### config.mk
export PLATFORM = sky130hd
export DESIGN_NAME = exposure_timer_ctrl
export DESIGN_NICKNAME = d
export VERILOG_FILES = /design/src/rtl/exposure_timer_ctrl.sv
export SDC_FILE = /design/constraint.sdc
export NUM_CORES = 1
export LEC_CHECK = 0
export CAP_MARGIN = 20
export CORE_MARGIN = 2
export CORE_UTILIZATION = 45
export DETAILED_ROUTE_END_ITERATION = 10
export HOLD_SLACK_MARGIN = 0.12
export PLACE_DENSITY_LB_ADDON = 0.1
export SLEW_MARGIN = 20
export SYNTH_ARGS = -nofsm -noshare
export SYNTH_HDL_FRONTEND = slang
export SYNTH_SLANG_ARGS = --single-unit
### constraint.sdc
create_clock -name Clk -period 3.5 [get_ports Clk]
set_clock_uncertainty 0.2 [all_clocks]
set_input_delay 0.525 -clock Clk [delete_from_list [all_inputs] [get_ports Clk]]
set_output_delay 0.525 -clock Clk [all_outputs]
set_load 0.05 [all_outputs]
### src/rtl/exposure_timer_ctrl.sv
// exposure_timer_ctrl: clamped exposure setting with Init-triggered countdown, Ovf pulse and readout lockout
module exposure_timer_ctrl #(
  parameter int WIDTH     = 5,
  parameter int MIN_T     = 2,
  parameter int MAX_T     = 30,
  parameter int DEFAULT_T = 15
) (
  input  logic             Clk,
  input  logic             Reset,
  input  logic             Exp_inc,
  input  logic             Exp_dec,
  input  logic             Init,
  input  logic             Busy,
  output logic             Expose_start,
  output logic             Exposing,
  output logic             Ovf,
  output logic [WIDTH-1:0] Exp_time,
  output logic [WIDTH-1:0] Count
);
  typedef enum logic [1:0] {IDLE, EXPOSE, WAIT} state_t;
  localparam logic [WIDTH-1:0] MIN_V = WIDTH'(MIN_T);
  localparam logic [WIDTH-1:0] MAX_V = WIDTH'(MAX_T);
  localparam logic [WIDTH-1:0] DEF_V = WIDTH'(DEFAULT_T);
  localparam logic [WIDTH-1:0] ONE_V = WIDTH'(1);
  state_t           state_q, state_d;
  logic [WIDTH-1:0] exp_time_q, exp_time_d, count_q, count_d;
  logic             start_q, start_d, exposing_q, exposing_d, ovf_q, ovf_d;
  logic             inc_prev_q, dec_prev_q, init_prev_q;
  logic             inc_edge, dec_edge, init_edge;
  assign inc_edge  = Exp_inc & ~inc_prev_q;
  assign dec_edge  = Exp_dec & ~dec_prev_q;
  assign init_edge = Init & ~init_prev_q;
  always_ff @(posedge Clk or posedge Reset) begin
    if (Reset) begin
      state_q     <= IDLE;
      exp_time_q  <= DEF_V;
      count_q     <= '0;
      start_q     <= 1'b0;
      exposing_q  <= 1'b0;
      ovf_q       <= 1'b0;
      inc_prev_q  <= 1'b1;
      dec_prev_q  <= 1'b1;
      init_prev_q <= 1'b1;
    end else begin
      state_q     <= state_d;
      exp_time_q  <= exp_time_d;
      count_q     <= count_d;
      start_q     <= start_d;
      exposing_q  <= exposing_d;
      ovf_q       <= ovf_d;
      inc_prev_q  <= Exp_inc;
      dec_prev_q  <= Exp_dec;
      init_prev_q <= Init;
    end
  end
  // Ovf_q is high only during the first WAIT cycle, so it doubles as the residency guard
  always_comb begin
    state_d    = state_q;
    exp_time_d = exp_time_q;
    count_d    = count_q;
    start_d    = 1'b0;
    exposing_d = exposing_q;
    ovf_d      = 1'b0;
    case (state_q)
      IDLE: begin
        if (inc_edge && !dec_edge && exp_time_q < MAX_V) exp_time_d = exp_time_q + ONE_V;
        if (dec_edge && !inc_edge && exp_time_q > MIN_V) exp_time_d = exp_time_q - ONE_V;
        if (init_edge && !Busy) begin
          state_d    = EXPOSE;
          count_d    = exp_time_q;
          exposing_d = 1'b1;
          start_d    = 1'b1;
        end
      end
      EXPOSE: begin
        count_d = count_q - ONE_V;
        if (count_q == ONE_V) begin
          exposing_d = 1'b0;
          ovf_d      = 1'b1;
          state_d    = WAIT;
        end
      end
      WAIT: state_d = (!ovf_q && !Busy) ? IDLE : WAIT;
      default: state_d = IDLE;
    endcase
  end
  assign Expose_start = start_q;
  assign Exposing     = exposing_q;
  assign Ovf          = ovf_q;
  assign Exp_time     = exp_time_q;
  assign Count        = count_q;
endmodule

### Yosys cells after proc, flatten, opt, wreduce, memory -nomap -nowiden

Cells that the tools add are included.

* register bits: 18
* bits in latches: 0
* RAM bits: 0
* ROM bits: 0
* output and inout bits: 13
* memories: 0

* add/subtract/negate cells: 3
* multipliers: 0
* divide/modulo/power cells: 0
* order comparisons: 2
* equal/unequal tests: 5
* shift-type cells: 0
* mux-type cells: 15
* bitwise logic cells: 6
* reductions and logical operators: 17

Operator list (count)
* two-way mux 5 bit: 3
* one-hot mux 5 bit (2 select lines): 1
* subtractor 5 x 1 -> 5 bit, second input constant: 2
* logical AND 1 bit: 6
* two-way mux 1 bit: 6
* two-way mux 2 bit: 3
* one-hot mux 2 bit (3 select lines): 1
* AND reduction 2 bit: 3
* adder 5 x 1 -> 5 bit, second input constant: 1
* == test 5 x 1 -> 1 bit, second input constant: 1
* > comparator 5 x 2 -> 1 bit, second input constant: 1
* < comparator 5 bit, second input constant: 1
* logical NOT 1 bit: 4
* inequality test 2 bit, second input constant: 2
* nonzero test 2 bit: 2
* AND 1 bit: 3
* NOT 1 bit: 3
* AND reduction 3 bit: 1
* == test 2 x 1 -> 1 bit, second input constant: 1
* == test 2 bit, second input constant: 1
* logical NOT 2 bit: 1
* one-hot mux 1 bit (2 select lines): 1

### Depth between registers and ports, before layout

Gate-level depths: netlist (run 1).

* depth in word-level cells: 7
* mapped depth: 9

### Worst setup path before layout (run 1)

Ideal clock, no wire load.

* kind: flip-flop to flip-flop
* from: register exp_time_q[1], in the netlist Exp_time[1]
* to: register exp_time_q[4], in the netlist Exp_time[4]
* library setup time: 143 ps
* arrival time: 2328 ps
* required time: 3157 ps
* setup slack: 829 ps
* stages on the path, launching flop included: 9
* clock period less this slack: 2671 ps
* path through: dfstp_2 > a2111oi_1 > or3_4 > fa_1 > nand2b_1 > a21oi_1 > mux2i_1 > nand2_1 > xnor2_1

* word-level cells in the longest chain between the ends: 4
* elaborated cells on any way between the ends: 10

RTL lines
* start, declared: line 26 `logic [WIDTH-1:0] exp_time_q, exp_time_d, count_q, count_d;`
* start signal, assigned: line 46 `exp_time_q <= exp_time_d;`
* < comparator 5 bit or > comparator 5 x 2 -> 1 bit (tied branches): line 66, 67
* logical AND 1 bit (on tied branches): line 66, 67
* nonzero test 2 bit (no line)
* AND reduction 2 bit (no line)

Several ways; a longest one is shown, not always the timed one. The select of a mux whose other input is x is not followed.
A chain may end at the register's enable or synchronous reset.

### Worst setup path after layout (run 1)

* from: input port Exp_inc
* to: register exp_time_q[4], in the netlist Exp_time[4]

* word-level cells in the longest chain between the ends: 6
* elaborated cells on any way between the ends: 9

RTL lines
* start, declared: line 10 `input logic Exp_inc,`
* AND 1 bit *: line 30 `assign inc_edge = Exp_inc & ~inc_prev_q;`
* logical NOT 1 bit: line 67 `if (dec_edge && !inc_edge && exp_time_q > MIN_V) exp_time_d = exp_time_q - ONE_V;`
* logical AND 1 bit (2 in a row): line 67
* nonzero test 2 bit (no line)
* AND reduction 2 bit (no line)

Mark *: on every way between the ends. The rest lies on a longest branch, timed or not.

==> results_dict.tcl, run 1 <==
set metrics [dict create \
    outcome "finished clean" \
    cts_made_buffers 3 \
    arrival_ps 2610 \
    yosysTopAreaCell "dfrtp_1" \
    cts_tree "done" \
    clock-root-buffer "clkbuf_4" \
    grtUsageTotal 0.163 \
    synthArstFlopShare 1.00 \
    areaGrowthSynthToFinish_pct 24.6 \
    wirelength_um 1720 \
    pin_count 19 \
    htreeDepth 1 \
    ys_ff_latch 18 \
    synth_xor_area_frac 0.0371 \
    postLayoutCellArea_um2 1180 \
    postRouteAntennaNets 0 \
    hpwl_um 1300 \
    drive_gt1_frac 0.135 \
    firstDrtPassIters 4 \
    num_rows 16 \
    syn_area_um2 945 \
    worstPathMaxFanout 4 \
    fin_crit_ps 2640 \
    synth_top_family_by_area "simple AND/OR/NAND/NOR gates" \
    clk_pin_slew_ps 110 \
    rsz0062_at_grt "no" \
    multiInputGateArea_um2 440 \
    dpl.cell_count 134 \
    synthMuxAreaShare 0.0636 \
    synth-compound-area-share 0.126 \
    post_cts_buffers 0 \
    fin_crit_sh 0.753 \
    synth.top_cell.area_share 0.291 \
    maxSlewViolCount 0 \
    total_power_mw 1.20 \
    regArea_um2 459 \
    clk_path_buf_depth 2 \
    place_congestion 0.825 \
    vias 707 \
    cts.sinks 18 \
    syn_nets 103 \
    cp-start-kind "input pin" \
    setup_violations 0 \
    die-area_um2 2480 \
    n_antenna_cell 0 \
    yosysSeqAreaShare 0.486 \
    dieHeight_um 49.8 \
    synth-adder-area-share 0.0874 \
    maxCapViolCount 0 \
    post-route-drc-count 0 \
    synth_edf_count 0 \
    fmax_mhz 379 \
    io_buffers 18 \
    p_leak_nw 0.535 \
    hold_viol 0 \
    finalSetupTns_ps 0 \
    final_cells 138 \
    worstSetupEndpointType "register" \
    die_w_um 49.8 \
    clock_latency_ps 290 \
    num-fill-cells 181 \
    cts_resized 0 \
    synthFlopType "dfrtp_1" \
    grt_pass1_wl_um 3110 \
    ir_drop_mv 0.483 \
    yosysWarnings 0 \
    synth_cells 91 \
    utilization 0.600 \
    avgSynthCellArea_um2 10.4 \
    core_um2 1960 \
    placed_cell_area_um2 1150 \
    p_per_area_nw_per_um2 1020 \
    tightest_slew_ps 674 \
    maxSlewHeadroom 0.550 \
    path_class "in2reg" \
    grt_overflow 0 \
    grt_max_degree 19 \
    synth_area_leaders "dfrtp_1 (29%), dfstp_2 (19%), ha_1 (6.6%)" \
    first_global_vias 711 \
    via_per_inst 5.12 \
    initial_core_util 0.482 \
    nets 124 \
    synth-simple-area-share 0.152 \
    drt_iter0_markers 8 \
    hold_class "reg2reg" \
    critPathRequiredTime_ps 3470 \
    ys_types 26 \
    cts_hold_buf 0 \
    route.detailed.wl_per_inst_um 12.5 \
    antenna_found_initial 0 \
]
==> through the flow <==
stage,worst slack (ps),hold WS [ps]
5_1_grt,765,340
3_5_place_dp,554,270
6_report,864,298
4_1_cts,856,297
2_1_floorplan,829,258
3_3_place_gp,600,263
==> power breakdown <==
group | total [mW] | leakage (nW) | internal [mW] | switching, mW
registers | 0.396 | 0.204 | 0.303 | 0.0931
logic | 0.697 | 0.317 | 0.272 | 0.425
clock network | 0.107 | 0.0150 | 0.0442 | 0.0630
total | 1.20 | 0.535 | 0.619 | 0.581
==> critical path: stages <==
cell and delay [ps]:
clkdlybuf4s50_1 410, nor2b_1 140, or3_4 400, fa_1 400
nand2b_1 160, a21oi_1 150, mux2i_1 210, nand2_1 80
xnor2_1 130
==> routing by layer <==
| metal | up-vias | track usage | routed length [µm] |
|---|---|---|---|
| met4 | 0 | 0.0278 | 0 |
| met2 | 21 | 0.269 | 790 |
| met1 | 336 | 0.215 | 844 |
| met5 | - | 0 | 0 |
| li1 | 350 | - | - |
| met3 | 0 | 0.0455 | 88 |
==> Yosys cell counts, drive strengths merged, types with 2 or more instances <==
master	number
a21oi	5
clkbuf	2
dfrtp	11
dfstp	7
ha	5
inv	10
mux2	2
mux2i	3
nand2	9
nand2b	3
nand3	4
nand4	2
nor2	6
nor3	2
o211ai	2
o21ai	5
xnor2	4
==> worst paths after layout <==
check / from / to / slack [ps] / cells past startpoint
max: Exp_inc / Exp_time[4] / 860 / 9
min: Exposing / Exposing / 300 / 2
max reg2reg: Exp_time[3] / Exp_time[4] / 950 / 8
min reg2reg: Exposing / Exposing / 300 / 2
max in group asynchronous: Reset / Expose_start / 2240 / 2
min in group asynchronous: Reset / state_q[0] / 420 / 2
==> placed cells by master, fill, tap and decap left out, drive strengths merged, types with 3 or more instances in the layout <==
cell,n
clkdlybuf4s50,18
dfrtp,11
inv,10
nand2,9
dfstp,7
nor2,6
a21oi,5
o21ai,5
ha,5
xnor2,4
nand3,4
clkbuf,4
nand2b,3
mux2i,3
==> logic make-up after synthesis <==
logic type | count (synthesis)
adder cells (fa/ha/maj) | 6
AO/OA/AOI/OAI | 17
XOR/XNOR | 4
multiplexers | 5
buffers and inverters | 12
AND/OR/NAND/NOR | 29
flip-flops | 18
==> sequential cells by signal, summed over array words and instances (netlist names) <==
register      flops
dec_prev_q        1
inc_prev_q        1
Expose_start      1
Exposing          1
init_prev_q       1
Ovf               1
state_q           2
Count             5
Exp_time          5
==> area by class of cell <==
class                      instances  share of cell area
inverter                          10              0.0319
sequential                        18               0.390
clock buffer                       4              0.0223
multi-input combinational         61               0.374
timing repair buffer              18               0.153
tap                               27              0.0287
Power figures use the tool's default switching activity.
==> run 2: changes to the inputs <==
- clock period: 3.5 -> 2.64 ns (I/O delays scaled with it)
==> results_dict.tcl, run 2 (same netlist as run 1, synthesis figures left out) <==
set metrics [dict create \
    outcome "finished clean" \
    drt_iter0_markers 7 \
    cts_made_buffers 3 \
    grtUsageMet1 0.222 \
    crit_chain "clkdlybuf4s50_1 > nand2b_1 > or3_4 > fa_1 > nand2b_1 > a21oi_1 > mux2i_1 > nand2_1 > xnor2_1" \
    clk_path_buf_depth 2 \
    slowest_stage "clkdlybuf4s50_1" \
    clk_pin_slew_ps 110 \
    areaGrowthSynthToFinish_pct 28.9 \
    finalSetupTns_ps 0 \
    arrival_ps 2450 \
    post-route-drc-count 0 \
    core_um2 1960 \
    comb_power_share 0.585 \
    n_antenna_cell 0 \
    die_w_um 49.8 \
    die-area_um2 2480 \
    rsz0062_at_grt "no" \
    maxSlewViolCount 0 \
    internal_power_uw 872 \
    sequentialPowerShare 0.312 \
    htreeDepth 1 \
    busiest_layer "met2" \
    hpwl_um 1420 \
    total_power_mw 1.66 \
    worstPathMaxFanout 3 \
    tightest_slew_ps 679 \
    cp_top_family "simple AND/OR/NAND/NOR gates" \
    via_per_inst 5.13 \
    post_cts_buffers 0 \
    place_congestion 0.888 \
    r2r_cells 8 \
    ir_drop_mv 0.744 \
    grt_pass1_wl_um 3440 \
    max_stage_delay_ps 480 \
    hold_viol 0 \
    postRouteAntennaNets 0 \
    clock_latency_ps 300 \
    wirelength_um 1890 \
    crit_buf_inv 1 \
    first_global_vias 769 \
    cp-start-kind "input pin" \
    drive_gt1_frac 0.174 \
    use_met3 0.0485 \
    fin_crit_sh 0.930 \
    dpl.cell_count 138 \
    grt_overflow 0 \
    route.detailed.wl_per_inst_um 13.3 \
    antenna_found_initial 0 \
    num_rows 16 \
    maxCapViolCount 0 \
    p_leak_nw 0.559 \
    worstSetupEndpointType "register" \
    hold_class "in2async" \
    cts_hold_buf 0 \
    timing.rr.end "Exp_time[4]" \
    io_buffers 18 \
    firstDrtPassIters 4 \
    grt_max_degree 19 \
    final_common_cell "clkdlybuf4s50_1" \
    crit_top_cell "nand2b_1" \
    clkPwrFrac 0.104 \
    fmax_mhz 407 \
    nets 128 \
    vias 729 \
    final_cell_mix "clkdlybuf4s50_1 (18), dfrtp_1 (11), inv_1 (10)" \
    cts_tree "done" \
    critPathRequiredTime_ps 2640 \
    finalWorstSetupSlack_ps 185 \
    holdWs_ps 287 \
    path_class "in2reg" \
    clock-root-buffer "clkbuf_4" \
    p_per_area_nw_per_um2 1360 \
    dp_slack_ps -134 \
    pin_count 19 \
    cts_resized 0 \
    maxSlewHeadroom 0.547 \
    grtUsageTotal 0.187 \
    dieHeight_um 49.8 \
    setup_violations 0 \
    swShare 0.474 \
    use_met2 0.302 \
    fin_crit_ps 2450 \
    initial_core_util 0.482 \
    cts.sinks 18 \
    r2r-start "Exp_time[1]" \
    reg2reg_slack_ps 220 \
    p_sw_uw 785 \
    final_cells 142 \
]
==> run 2: worst max-delay path by stage <==
stage,start,endpoint,depth (start not counted)
floorplan,Exp_time[1],Exp_time[4],8
detailed placement,Exp_dec,Exp_time[4],9
global placement,Exp_dec,Exp_time[4],9
finish,Exp_dec,Exp_time[4],9
CTS,Exp_dec,Exp_time[4],9
global route,Exp_dec,Exp_time[4],9
==> run 2: power by group through the flow <==
stage                     logic [mW]  clock network [mW]  registers [mW]
after floorplan                0.384                   0           0.804
after global placement         0.962                   0           0.517
after detailed placement       0.977                   0           0.517
after CTS                      0.982               0.176           0.514
after global routing            1.05               0.189           0.538
final                          0.969               0.172           0.516
==> run 2: metal layers <==
metal	vias up	wire (µm)
met2	18	888
met4	0	42
met3	5	69
met1	349	892
li1	357	-
met5	-	0
==> run 2: layout make-up <==
type / count / area [µm²]
clock buffers: 4 / 36.3
fillers: 179 / 744
inverters: 10 / 37.5
multi-input cells: 61 / 440
flip-flops and latches: 18 / 459
well taps: 27 / 33.8
repair buffers: 22 / 210
==> run 2: through the flow <==
| step | area [µm²] | util |
|---|---|---|
| 2_1_floorplan | 945 | - |
| 3_3_place_gp | 1180 | 0.602 |
| 3_5_place_dp | 1180 | 0.602 |
| 4_1_cts | 1220 | 0.621 |
| 5_1_grt | 1220 | 0.621 |
| 6_report | 1220 | 0.621 |
==> run 2: worst register-to-register path, delay by kind of cell, from the launching register on <==
kind,cells,cell delay (ps)
flops,1,590
compound gates,2,240
mux,1,190
fa+ha+maj,1,390
simple gates,3,590
xor+xnor,1,130
